--- src/rtl/mem_arbiter_pkg.sv ---
// Shared types for the memory arbiter and its lane-alignment helper.
//   arb_state_t : arbiter FSM state encoding
//   W_BYTE/W_HALF/W_WORD : dmem_width encodings (2'b11 is handled as a word)
package mem_arbiter_pkg;

  typedef enum logic [1:0] {
    StIdle,
    StAccess,
    StDone
  } arb_state_t;

  localparam logic [1:0] W_BYTE = 2'b00;
  localparam logic [1:0] W_HALF = 2'b01;
  localparam logic [1:0] W_WORD = 2'b10;

endpackage

--- src/rtl/mem_arbiter_lane_align.sv ---
// Combinational byte-lane alignment for sub-word memory accesses.
// Ports:
//   addr_i       : byte offset within the word (addr[1:0])
//   width_i      : access width (W_BYTE / W_HALF / W_WORD, 2'b11 = word)
//   store_i      : right-aligned store data
//   rdata_i      : raw word read from memory
//   strb_o       : byte enables for the access
//   wdata_o      : store data shifted into its byte lanes
//   load_o       : read data right-aligned and zero-padded above the width
//   misaligned_o : half on an odd address or word on a non-zero offset
module mem_arbiter_lane_align
  import mem_arbiter_pkg::*;
(
  input  logic [1:0]  addr_i,
  input  logic [1:0]  width_i,
  input  logic [31:0] store_i,
  input  logic [31:0] rdata_i,
  output logic [3:0]  strb_o,
  output logic [31:0] wdata_o,
  output logic [31:0] load_o,
  output logic        misaligned_o
);

  logic [4:0]  shamt;
  logic [31:0] mask;

  always_comb begin
    shamt        = {addr_i, 3'b000};
    strb_o       = 4'b1111;
    mask         = 32'hFFFF_FFFF;
    misaligned_o = 1'b0;
    unique case (width_i)
      W_BYTE: begin
        strb_o = 4'b0001 << addr_i;
        mask   = 32'h0000_00FF;
      end
      W_HALF: begin
        strb_o       = 4'b0011 << {addr_i[1], 1'b0};
        mask         = 32'h0000_FFFF;
        misaligned_o = addr_i[0];
      end
      default: begin
        strb_o       = 4'b1111;
        mask         = 32'hFFFF_FFFF;
        misaligned_o = |addr_i;
      end
    endcase
    wdata_o = store_i << shamt;
    load_o  = (rdata_i >> shamt) & mask;
  end

endmodule

--- src/rtl/mem_arbiter.sv ---
// Arbitrates one single-ported word memory between instruction fetch and data access.
// Data requests win; each access runs IDLE -> ACCESS -> DONE, with misaligned data
// accesses short-circuiting IDLE -> DONE. All outputs are registered.
// Ports:
//   clk_i, rst_i            : clock, asynchronous active-high reset
//   imem_ren_i/imem_addr_i  : fetch request (held until ihit_o), word address
//   imem_load_o, ihit_o     : fetched word, fetch-complete pulse
//   dmem_ren_i/dmem_wen_i   : data read/write request (held until dhit_o)
//   dmem_addr_i/_width_i    : byte address and access width
//   dmem_store_i            : right-aligned store data
//   dmem_load_o, dhit_o     : right-aligned load data, data-complete pulse
//   bus_err_o               : pulses with a hit when the access failed
//   ram_*                   : memory-side strobes, address, data, byte enables
//   ram_rdata_i/ram_ready_i : memory read data and completion
module mem_arbiter
  import mem_arbiter_pkg::*;
#(
  parameter int unsigned TIMEOUT = 16
) (
  input  logic        clk_i,
  input  logic        rst_i,
  input  logic        imem_ren_i,
  input  logic [31:0] imem_addr_i,
  output logic [31:0] imem_load_o,
  output logic        ihit_o,
  input  logic        dmem_ren_i,
  input  logic        dmem_wen_i,
  input  logic [31:0] dmem_addr_i,
  input  logic [1:0]  dmem_width_i,
  input  logic [31:0] dmem_store_i,
  output logic [31:0] dmem_load_o,
  output logic        dhit_o,
  output logic        bus_err_o,
  output logic        ram_ren_o,
  output logic        ram_wen_o,
  output logic [31:0] ram_addr_o,
  output logic [31:0] ram_wdata_o,
  output logic [3:0]  ram_strb_o,
  input  logic [31:0] ram_rdata_i,
  input  logic        ram_ready_i
);

  arb_state_t  state_q;
  logic        is_data_q;
  logic        write_q;
  logic [1:0]  addr_lo_q;
  logic [1:0]  width_q;
  logic [31:0] cnt_q;
  logic        ram_ren_q;
  logic        ram_wen_q;
  logic [31:0] ram_addr_q;
  logic [31:0] ram_wdata_q;
  logic [3:0]  ram_strb_q;
  logic        ihit_q;
  logic        dhit_q;
  logic        bus_err_q;
  logic [31:0] imem_load_q;
  logic [31:0] dmem_load_q;

  logic        d_req;
  logic [1:0]  la_addr;
  logic [1:0]  la_width;
  logic [3:0]  la_strb;
  logic [31:0] la_wdata;
  logic [31:0] la_load;
  logic        la_misaligned;
  logic        timed_out;
  logic        unused_imem_lsb;

  // Fetch addresses are word addresses; the byte offset is deliberately dropped.
  assign unused_imem_lsb = ^imem_addr_i[1:0];

  assign d_req = dmem_ren_i | dmem_wen_i;

  // In IDLE the aligner sees the incoming request (strobes/misalignment are
  // registered on entry to ACCESS); afterwards it sees the latched access so
  // the returning read data is aligned with the original offset and width.
  always_comb begin
    la_addr  = addr_lo_q;
    la_width = width_q;
    if (state_q == StIdle) begin
      la_addr  = d_req ? dmem_addr_i[1:0] : 2'b00;
      la_width = d_req ? dmem_width_i : W_WORD;
    end
  end

  mem_arbiter_lane_align u_lane_align (
    .addr_i       (la_addr),
    .width_i      (la_width),
    .store_i      (dmem_store_i),
    .rdata_i      (ram_rdata_i),
    .strb_o       (la_strb),
    .wdata_o      (la_wdata),
    .load_o       (la_load),
    .misaligned_o (la_misaligned)
  );

  assign timed_out = (TIMEOUT != 0) && (cnt_q == TIMEOUT - 1);

  always_ff @(posedge clk_i or posedge rst_i) begin
    if (rst_i) begin
      state_q     <= StIdle;
      is_data_q   <= 1'b0;
      write_q     <= 1'b0;
      addr_lo_q   <= 2'b00;
      width_q     <= W_WORD;
      cnt_q       <= '0;
      ram_ren_q   <= 1'b0;
      ram_wen_q   <= 1'b0;
      ram_addr_q  <= '0;
      ram_wdata_q <= '0;
      ram_strb_q  <= '0;
      ihit_q      <= 1'b0;
      dhit_q      <= 1'b0;
      bus_err_q   <= 1'b0;
      imem_load_q <= '0;
      dmem_load_q <= '0;
    end else begin
      ihit_q    <= 1'b0;
      dhit_q    <= 1'b0;
      bus_err_q <= 1'b0;
      unique case (state_q)
        StIdle: begin
          cnt_q <= '0;
          if (d_req) begin
            is_data_q  <= 1'b1;
            write_q    <= dmem_wen_i;
            addr_lo_q  <= dmem_addr_i[1:0];
            width_q    <= dmem_width_i;
            ram_addr_q <= {dmem_addr_i[31:2], 2'b00};
            if (la_misaligned) begin
              state_q     <= StDone;
              dhit_q      <= 1'b1;
              bus_err_q   <= 1'b1;
              dmem_load_q <= '0;
            end else begin
              state_q     <= StAccess;
              ram_ren_q   <= ~dmem_wen_i;
              ram_wen_q   <= dmem_wen_i;
              ram_strb_q  <= dmem_wen_i ? la_strb : 4'b0000;
              ram_wdata_q <= la_wdata;
            end
          end else if (imem_ren_i) begin
            is_data_q  <= 1'b0;
            write_q    <= 1'b0;
            addr_lo_q  <= 2'b00;
            width_q    <= W_WORD;
            ram_addr_q <= {imem_addr_i[31:2], 2'b00};
            state_q    <= StAccess;
            ram_ren_q  <= 1'b1;
            ram_wen_q  <= 1'b0;
            ram_strb_q <= 4'b0000;
          end
        end
        StAccess: begin
          if (ram_ready_i || timed_out) begin
            state_q    <= StDone;
            ram_ren_q  <= 1'b0;
            ram_wen_q  <= 1'b0;
            ram_strb_q <= 4'b0000;
            bus_err_q  <= ~ram_ready_i;
            if (is_data_q) begin
              dhit_q <= 1'b1;
              if (!ram_ready_i) begin
                dmem_load_q <= '0;
              end else if (!write_q) begin
                dmem_load_q <= la_load;
              end
            end else begin
              ihit_q      <= 1'b1;
              imem_load_q <= ram_ready_i ? la_load : 32'h0;
            end
          end else begin
            cnt_q <= cnt_q + 32'd1;
          end
        end
        // One dead cycle so the datapath can drop its held request after the hit.
        StDone: state_q <= StIdle;
        default: state_q <= StIdle;
      endcase
    end
  end

  assign imem_load_o = imem_load_q;
  assign ihit_o      = ihit_q;
  assign dmem_load_o = dmem_load_q;
  assign dhit_o      = dhit_q;
  assign bus_err_o   = bus_err_q;
  assign ram_ren_o   = ram_ren_q;
  assign ram_wen_o   = ram_wen_q;
  assign ram_addr_o  = ram_addr_q;
  assign ram_wdata_o = ram_wdata_q;
  assign ram_strb_o  = ram_strb_q;

endmodule

--- config.mk ---
export PLATFORM = sky130hd
export DESIGN_NAME = mem_arbiter
export DESIGN_NICKNAME = d
export VERILOG_FILES = /design/src/rtl/mem_arbiter_pkg.sv /design/src/rtl/mem_arbiter_lane_align.sv /design/src/rtl/mem_arbiter.sv
export SDC_FILE = /design/constraint.sdc
export NUM_CORES = 1
export LEC_CHECK = 0
export ABC_CLOCK_PERIOD_IN_PS = 6600
export CAP_MARGIN = 40
export CORE_UTILIZATION = 47
export DETAILED_ROUTE_END_ITERATION = 10
export PLACE_DENSITY = 0.9
export SYNTH_ARGS = -nofsm -noshare
export SYNTH_HDL_FRONTEND = slang
export SYNTH_SLANG_ARGS = --single-unit
--- constraint.sdc ---
create_clock -name clk_i -period 6.6 [get_ports clk_i]
set_input_delay 1.32 -clock clk_i [delete_from_list [all_inputs] [get_ports clk_i]]
set_output_delay 1.32 -clock clk_i [all_outputs]
set_load 0.005 [all_outputs]
==> impl_results.md, run 1 <==
* Final Power at roughly 5 mW
* N_diodes at 0
* Gate Count Post-Synth at ~830
* DIE HEIGHT at 137.8 um
* Hold Path Class: reg -> reg
* Share of layout cells above drive strength 1 at 10.10%
* Multi-input logic area at just over 0.004 sq mm
* Global Route Usage Sum at about 29%
* Fin. Hold Viols at 0
* First-pass GRT wire length at 40830 um
* Pwr dens at 403.7 mW/mm^2
* Mean Syn Cell Area at 10.50 sq um
* Setup violations, final at 0
* Post-detail-place hpwl at 18850 um
* R2R Path Start: state_q[1]
* Synth Cell Area at 0.008670 sq mm
* CTS Sinks at 175
* Dpl ws at between 2000 and 2500 ps
* RSZ-0062 raised after global routing: no
* Required @ worst endpoint at 6980 ps
* Worst setup EP type: flop
* Status: finished, final reports clean
* Worst-path clk slew at 70 ps
* Worst vdd ir at 0.2737 mV
* Worst reg-to-reg setup slack at 3260 ps
* Leakage power figure at 5.185 nW
* CP arrival at 4670 ps
* Layout fillers at roughly 1300
* Rel. slew slack at 35.42%
* Reg2Reg Depth at 6
* Number of vias per cell at between 6 and 7
* Later-pin clock latency in the skew report at 440 ps
* Vias in the first global route at about 7800
* Via count at 7943
* Critical path launch point: dmem_wen_i
* Switching power at 1.797 mW
* Critical path type: in -> reg
* Synth-to-Final Area Change at 40.83%
* CTS buffer count at 17
* Pint at 3.131 mW
* Max cap viols at 0
* Initial antenna violation count at 0
* Final Instance Area at 0.01221 sq mm
* Hold_buf cts at 0
* Post-route DRC at 0
* Cell variety after synth at 63
* Slew Viols, Final at 0
* Switching part of the total at approximately 36%
* Final Core Density at 67.74%
* Number of buffers added for setup after CTS at 0
* Crit start category: primary input
* Core Box Area at 0.01802 sq mm
* Synth async-reset ratio at 100.0%
* I/O Pins at 273
* Reg2reg end: dmem_load_o[30]
* Worst-margin pin slew at 968.7 ps
* EDFF count, synth at 0
* Nets@finish at 1213
* Die area at 0.01899 sq mm
* Dpl cell area at 0.01160 sq mm
* Setup WS post-layout at 2307 ps
* Drt pass-1 iters at 5
* Yosys warnings at 0
* Largest net degree at the start of global routing at 82
* Die width at approximately 140 um
* Register Area at 0.004380 sq mm
* GP Congestion at 0.8922
* Max Buffers Root-to-Sink at 2
* Biggest fanout along the worst timing path at 13
* Hold path depth at 2
* Clk_skew at approximately 14 ps
* Seq cells post-synth at between 150 and 200
* Final Cycle Share at approximately two thirds
* Gate power share at 45.6%
* Post-DRT Antenna Nets at 0
* Top FF cell, synth: dfrtp_1
* Flop pwr share at 33.4%
* Post-Route Setup TNS at 0 ps
* Root Buffer: clkbuf_16
* Global route overflow at 0
* CTS tree: yes
* Final min period at 4293 ps
* CTS H-tree lvls at 4
* Starting Density at 48.10%
* DR WL/cell at 20.15 um
* Drt initial violations at 547
* Final wirelength at between 20000 and 30000 um
* Part of the power in the clock network at about a fifth
* CP endpoint: dmem_load_o[30]
* F_max at 0.2329 GHz
* Hold path startpoint: ram_addr_o[27]
* Port Buf Inserts at 268
* Sequential area share after synthesis at roughly half
* # rows at 49
* Post-CTS sizing at 0
[state kept, by name, indices dropped and copies added (netlist names)]
register,cells
addr_lo_q,2
bus_err_o,1
cnt_q,32
dhit_o,1
dmem_load_o,32
ihit_o,1
imem_load_o,32
is_data_q,1
ram_addr_o,30
ram_ren_o,1
ram_strb_o,4
ram_wdata_o,32
ram_wen_o,1
state_q,2
width_q,2
write_q,1
[critical path, stage by stage]
cell             delay (ps)
clkdlybuf4s50_1         670
o21ai_0                 600
o21a_1                  560
nand4_1                 490
a211oi_2                760
a22o_1                  250
[placed cells by master (no fill, tap or decap), drive strengths merged, types with 18 or more instances in the layout]
cell type / synthesis / final
mux2i: 71 / 71
nand3: 30 / 30
nor2: 28 / 28
dfrtp: 174 / 174
clkbuf: 39 / 18
clkdlybuf4s50: 0 / 268
a22o: 30 / 30
mux2: 40 / 40
o21ai: 85 / 85
o2bb2ai: 25 / 25
nand2: 113 / 113
[power by group through the flow]
stage	Combinational (mW)	Sequential (mW)	Clock, mW
6_report	2.25	1.64	1.03
5_1_grt	2.43	1.69	1.09
4_1_cts	2.24	1.64	1.05
3_5_place_dp	2.22	1.65	0
3_3_place_gp	2.09	1.65	0
2_1_floorplan	1.09	1.65	0
[kinds of logic after synthesis]
kind of cell | Yosys count | synth area share [%]
multiplexers | 111 | 13.78
other | 1 | 0.04325
buffers and inverters | 63 | 3.218
flip-flops | 175 | 50.53
adder cells (fa/ha/maj) | 1 | 0.1443
AND/OR/NAND/NOR | 251 | 14.23
XOR/XNOR | 4 | 0.4042
AO/OA/AOI/OAI | 220 | 17.65
[metal layers]
| metal | global-route usage, % | vias to the layer above | part of all wire, % |
|---|---|---|---|
| met5 | 0 | - | 0 |
| met4 | 14.13 | 0 | 4.0 |
| met3 | 7.984 | 76 | 8.7 |
| met2 | 45.84 | 425 | 49 |
| met1 | 35.21 | 3865 | 39 |
| li1 | - | 3577 | - |
[cell usage after synthesis, types with 10 or more instances]
cell / count / area, sq um
o21ai_0: 83 / 415.4
o31ai_1: 14 / 105.1
nor2_1: 28 / 105.1
mux2i_1: 71 / 710.7
dfrtp_1: 174 / 4354
a21oi_1: 13 / 65.06
nand3_1: 30 / 150.1
o211ai_1: 10 / 75.07
o2bb2ai_1: 25 / 219.0
clkbuf_1: 39 / 146.4
or3_1: 14 / 87.58
mux2_2: 31 / 349.1
o311ai_0: 11 / 96.34
nand2_1: 113 / 424.2
a22o_1: 30 / 262.8
[final cells by class]
type | count | area share, %
Clock buffer | 18 | 3.597
Clock inverter | 14 | 1.373
Inverter | 9 | 0.3587
Multi-Input combinational cell | 589 | 33.02
Sequential cell | 175 | 35.88
Tap cell | 229 | 2.347
Timing Repair Buffer | 284 | 23.43
[worst min path at each step]
stage | end | slack (ps)
after floorplan | width_q[1] | 450
after global placement | ram_addr_o[2] | 460
after detailed placement | ram_addr_o[21] | 470
after CTS | ram_addr_o[21] | 490
after global routing | dmem_load_o[2] | 500
final | ram_addr_o[27] | 480
[per-stage QoR]
| step | hold WS [ps] | std cells |
|---|---|---|
| 2_1_floorplan | 452.9 | 827 |
| 3_3_place_gp | 459.6 | 1279 |
| 3_5_place_dp | 469.1 | 1286 |
| 4_1_cts | 485.5 | 1318 |
| 5_1_grt | 501.9 | 1318 |
| 6_report | 478.7 | 1318 |
Power figures use the tool's default switching activity.
==> run 2: changes to the inputs <==
--- a/config.mk
+++ b/config.mk
@@ -5,11 +5,11 @@
 export SDC_FILE = /design/constraint.sdc
 export NUM_CORES = 1
 export LEC_CHECK = 0
-export ABC_CLOCK_PERIOD_IN_PS = 6600
+export ABC_CLOCK_PERIOD_IN_PS = 3500
 export CAP_MARGIN = 40
-export CORE_UTILIZATION = 47
+export CORE_UTILIZATION = 43
 export DETAILED_ROUTE_END_ITERATION = 10
-export PLACE_DENSITY = 0.9
+export PLACE_DENSITY = 0.87
 export SYNTH_ARGS = -nofsm -noshare
 export SYNTH_HDL_FRONTEND = slang
 export SYNTH_SLANG_ARGS = --single-unit
==> constraint.sdc (replaced) <==
create_clock -name clk_i -period 3.5 [get_ports clk_i]
set_input_delay 0.7 -clock clk_i [delete_from_list [all_inputs] [get_ports clk_i]]
set_output_delay 0.7 -clock clk_i [all_outputs]
set_load 0.005 [all_outputs]
==> impl_results.md, run 2 (same netlist as run 1, synthesis figures left out) <==
* Status: finished, final reports clean
* Crit start category: primary input
* Largest net degree at the start of global routing at 57 (-30%)
* Critical path launch point: dmem_ren_i
* Final Instance Area at 0.01237 sq mm (+1.3%)
* Critical path type: in -> reg
* Setup violations, final at 0 (unchanged)
* CP max stage cell: clkdlybuf4s50_1
* Leakage power figure at 5.249 nW (+1.2%)
* WP depth at 7 (+1)
* Synth-to-Final Area Change at 42.65%
* # rows at 51 (+4.1%)
* Later-pin clock latency in the skew report at 440 ps (about the same)
* Worst-margin pin slew at 752.5 ps (-216.2 ps)
* F_max at ~0.34 GHz
* Post-CTS sizing at 0 (unchanged)
* Final min period at 2901 ps
* CP arrival at 3280 ps (-1390 ps)
* Post-route DRC at 0 (unchanged)
* Hold path startpoint: ram_addr_o[11]
* Pwr dens at 749.6 mW/mm^2 (+86%)
* Number of buffers added for setup after CTS at 0 (unchanged)
* Vias in the first global route at 7881 (+1.7%)
* Post-DRT Antenna Nets at 0 (unchanged)
* Die area at 0.02073 sq mm (+9.2%)
* Clk_skew at 11.57 ps (-2.397 ps)
* DR WL/cell at 19.65 um (-2.5%)
* DIE HEIGHT at 144.0 um (+4.5%)
* I/O Pins at 273 (unchanged)
* Layout fillers at 1545 (+16%)
* Worst path top cell family by delay: compound AO/OA/AOI/OAI gates
* Final Cycle Share at just over 80%
* N_diodes at 0 (unchanged)
* Dpl cell area at 0.01179 sq mm (+1.6%)
* Hold_buf cts at 0 (unchanged)
* Pint at 5.932 mW (+89%)
* Global Route Usage Sum at 26.63% (-1.9 points)
* RSZ-0062 raised after global routing: no
* Post-Route Setup TNS at 0 ps (unchanged)
* Most frequent cells in the layout: clkdlybuf4s50_1 (268), dfrtp_1 (174), nand2_1 (112)
* Worst reg-to-reg setup slack at 660 ps (-2600 ps)
* Min-Delay Endpoint: ram_addr_o[11]
* Global route overflow at 0 (unchanged)
* Starting Density at 44.25% (-3.8 points)
* Final Core Density at 63.13% (-4.6 points)
* Worst setup EP type: flop
* Reg2Reg Depth at 6 (unchanged)
* Gate power share at 46.3% (+0.7 points)
* Port Buf Inserts at 268 (unchanged)
* R2R Path Start: cnt_q[4]
* Flop pwr share at 33.3% (about the same)
* Slew Viols, Final at 0 (unchanged)
* CP Cell Sequence: clkdlybuf4s50_1, o21ai_0, o21a_1, buf_4, nand4_1, o2bb2ai_1, mux2_4
* First-pass GRT wire length at 41990 um (+2.8%)
* Initial antenna violation count at 0 (unchanged)
* GP Congestion at 0.8324 (-6.7%)
* Worst vdd ir at 0.4263 mV (+56%)
* Required @ worst endpoint at 3870 ps (-3110 ps)
* Share of layout cells above drive strength 1 at 11.64% (+1.5 points)
* Final wirelength at 26980 um (+1.6%)
* Biggest fanout along the worst timing path at 12 (-1)
* CTS Sinks at 175 (unchanged)
* Reg2reg end: imem_load_o[23]
* Worst-path clk slew at 70 ps (about the same)
* Buf+Inv Stages, Crit Path at 2 (+1)
* Core Box Area at 0.01959 sq mm (+8.7%)
* Switching power at 3.338 mW (+86%)
* Most common cell after layout, fill and taps aside: clkdlybuf4s50_1
* CTS buffer count at 17 (unchanged)
* Part of the power in the clock network at 20.3% (-0.7 points)
* Die width at 144.0 um (+4.5%)
* Crit-path max cell delay at 560 ps (-200 ps)
* Hold path depth at 2 (unchanged)
* Hold Path Class: reg -> reg
* Number of vias per cell at 5.733 (-4.9%)
* Via count at 7872 (-0.89%)
* Drt pass-1 iters at 5 (unchanged)
* Post-detail-place hpwl at 19530 um (+3.6%)
* Switching part of the total at 36.01% (-0.46 points)
* Nets@finish at 1233 (+1.6%)
* Max cap viols at 0 (unchanged)
* Fin. Hold Viols at 0 (unchanged)
* CTS tree: yes
* Root Buffer: clkbuf_16
* CTS H-tree lvls at 4 (unchanged)
* Rel. slew slack at 49.45% (+14 points)
* Max Buffers Root-to-Sink at 2 (unchanged)
* Drt initial violations at 507 (-7.3%)
[run 2: cell types whose count changed in the layout (fill, tap and decap cells not counted)]
cell	delta
buf_2	-1
buf_16	-2
inv_8	-2
buf_12	+3
clkbuf_8	-1
buf_6	-2
clkinvlp_4	+3
clkinv_8	-1
buf_4	+22
[run 2: worst max-delay path by stage]
stage | to
after floorplan | addr_lo_q[0]
after global placement | imem_load_o[10]
after detailed placement | imem_load_o[8]
after CTS | imem_load_o[23]
after global routing | imem_load_o[10]
final | imem_load_o[10]
[run 2: power groups by stage]
stage | clock [mW] | combinational (mW) | sequential, mW
2_1_floorplan | 0 | 2.06 | 3.11
3_3_place_gp | 0 | 4.14 | 3.08
3_5_place_dp | 0 | 4.28 | 3.10
4_1_cts | 1.91 | 4.29 | 3.08
5_1_grt | 2.01 | 4.66 | 3.16
6_report | 1.89 | 4.30 | 3.09
[run 2: routing by layer]
layer  global-route usage (%)  wire length (um)  vias up
li1                         -                 -     3594
met1                    32.93             10450     3810
met2                    42.33             12970      399
met3                    7.483              2434       69
met4                    14.00              1130        0
met5                        0                 0        -
[run 2: layout make-up]
| class | instances | area, sq um | share of cell area (%) |
|---|---|---|---|
| clock inverter | 14 | 152.6 | 1.234 |
| multi-input combinational | 589 | 4031 | 32.60 |
| tap | 265 | 331.6 | 2.681 |
| clock buffer | 17 | 425.4 | 3.440 |
| inverter | 9 | 42.54 | 0.3440 |
| sequential | 175 | 4380 | 35.42 |
| timing repair buffer | 304 | 3003 | 24.28 |
[run 2: per-stage QoR]
| stage | setup slack, ps | hold slack (ps) | total power [mW] | std cells |
|---|---|---|---|---|
| finish | 598.7 | 477.0 | 9.270 | 1373 |
| global route | 532.2 | 506.0 | 9.834 | 1373 |
| CTS | 648.8 | 484.0 | 9.287 | 1373 |
| detailed placement | 243.3 | 468.8 | 7.375 | 1342 |
| global placement | 343.2 | 460.6 | 7.220 | 1342 |
| floorplan | 562.2 | 452.9 | 5.169 | 827 |
[run 2: tightest hold or removal path, delay by kind of cell, from the launching register on]
kind               cells  cell delay, ps
DFF                    1             340
and+or+nand+nor        1              40
AOI/OAI and AO/OA      1              60
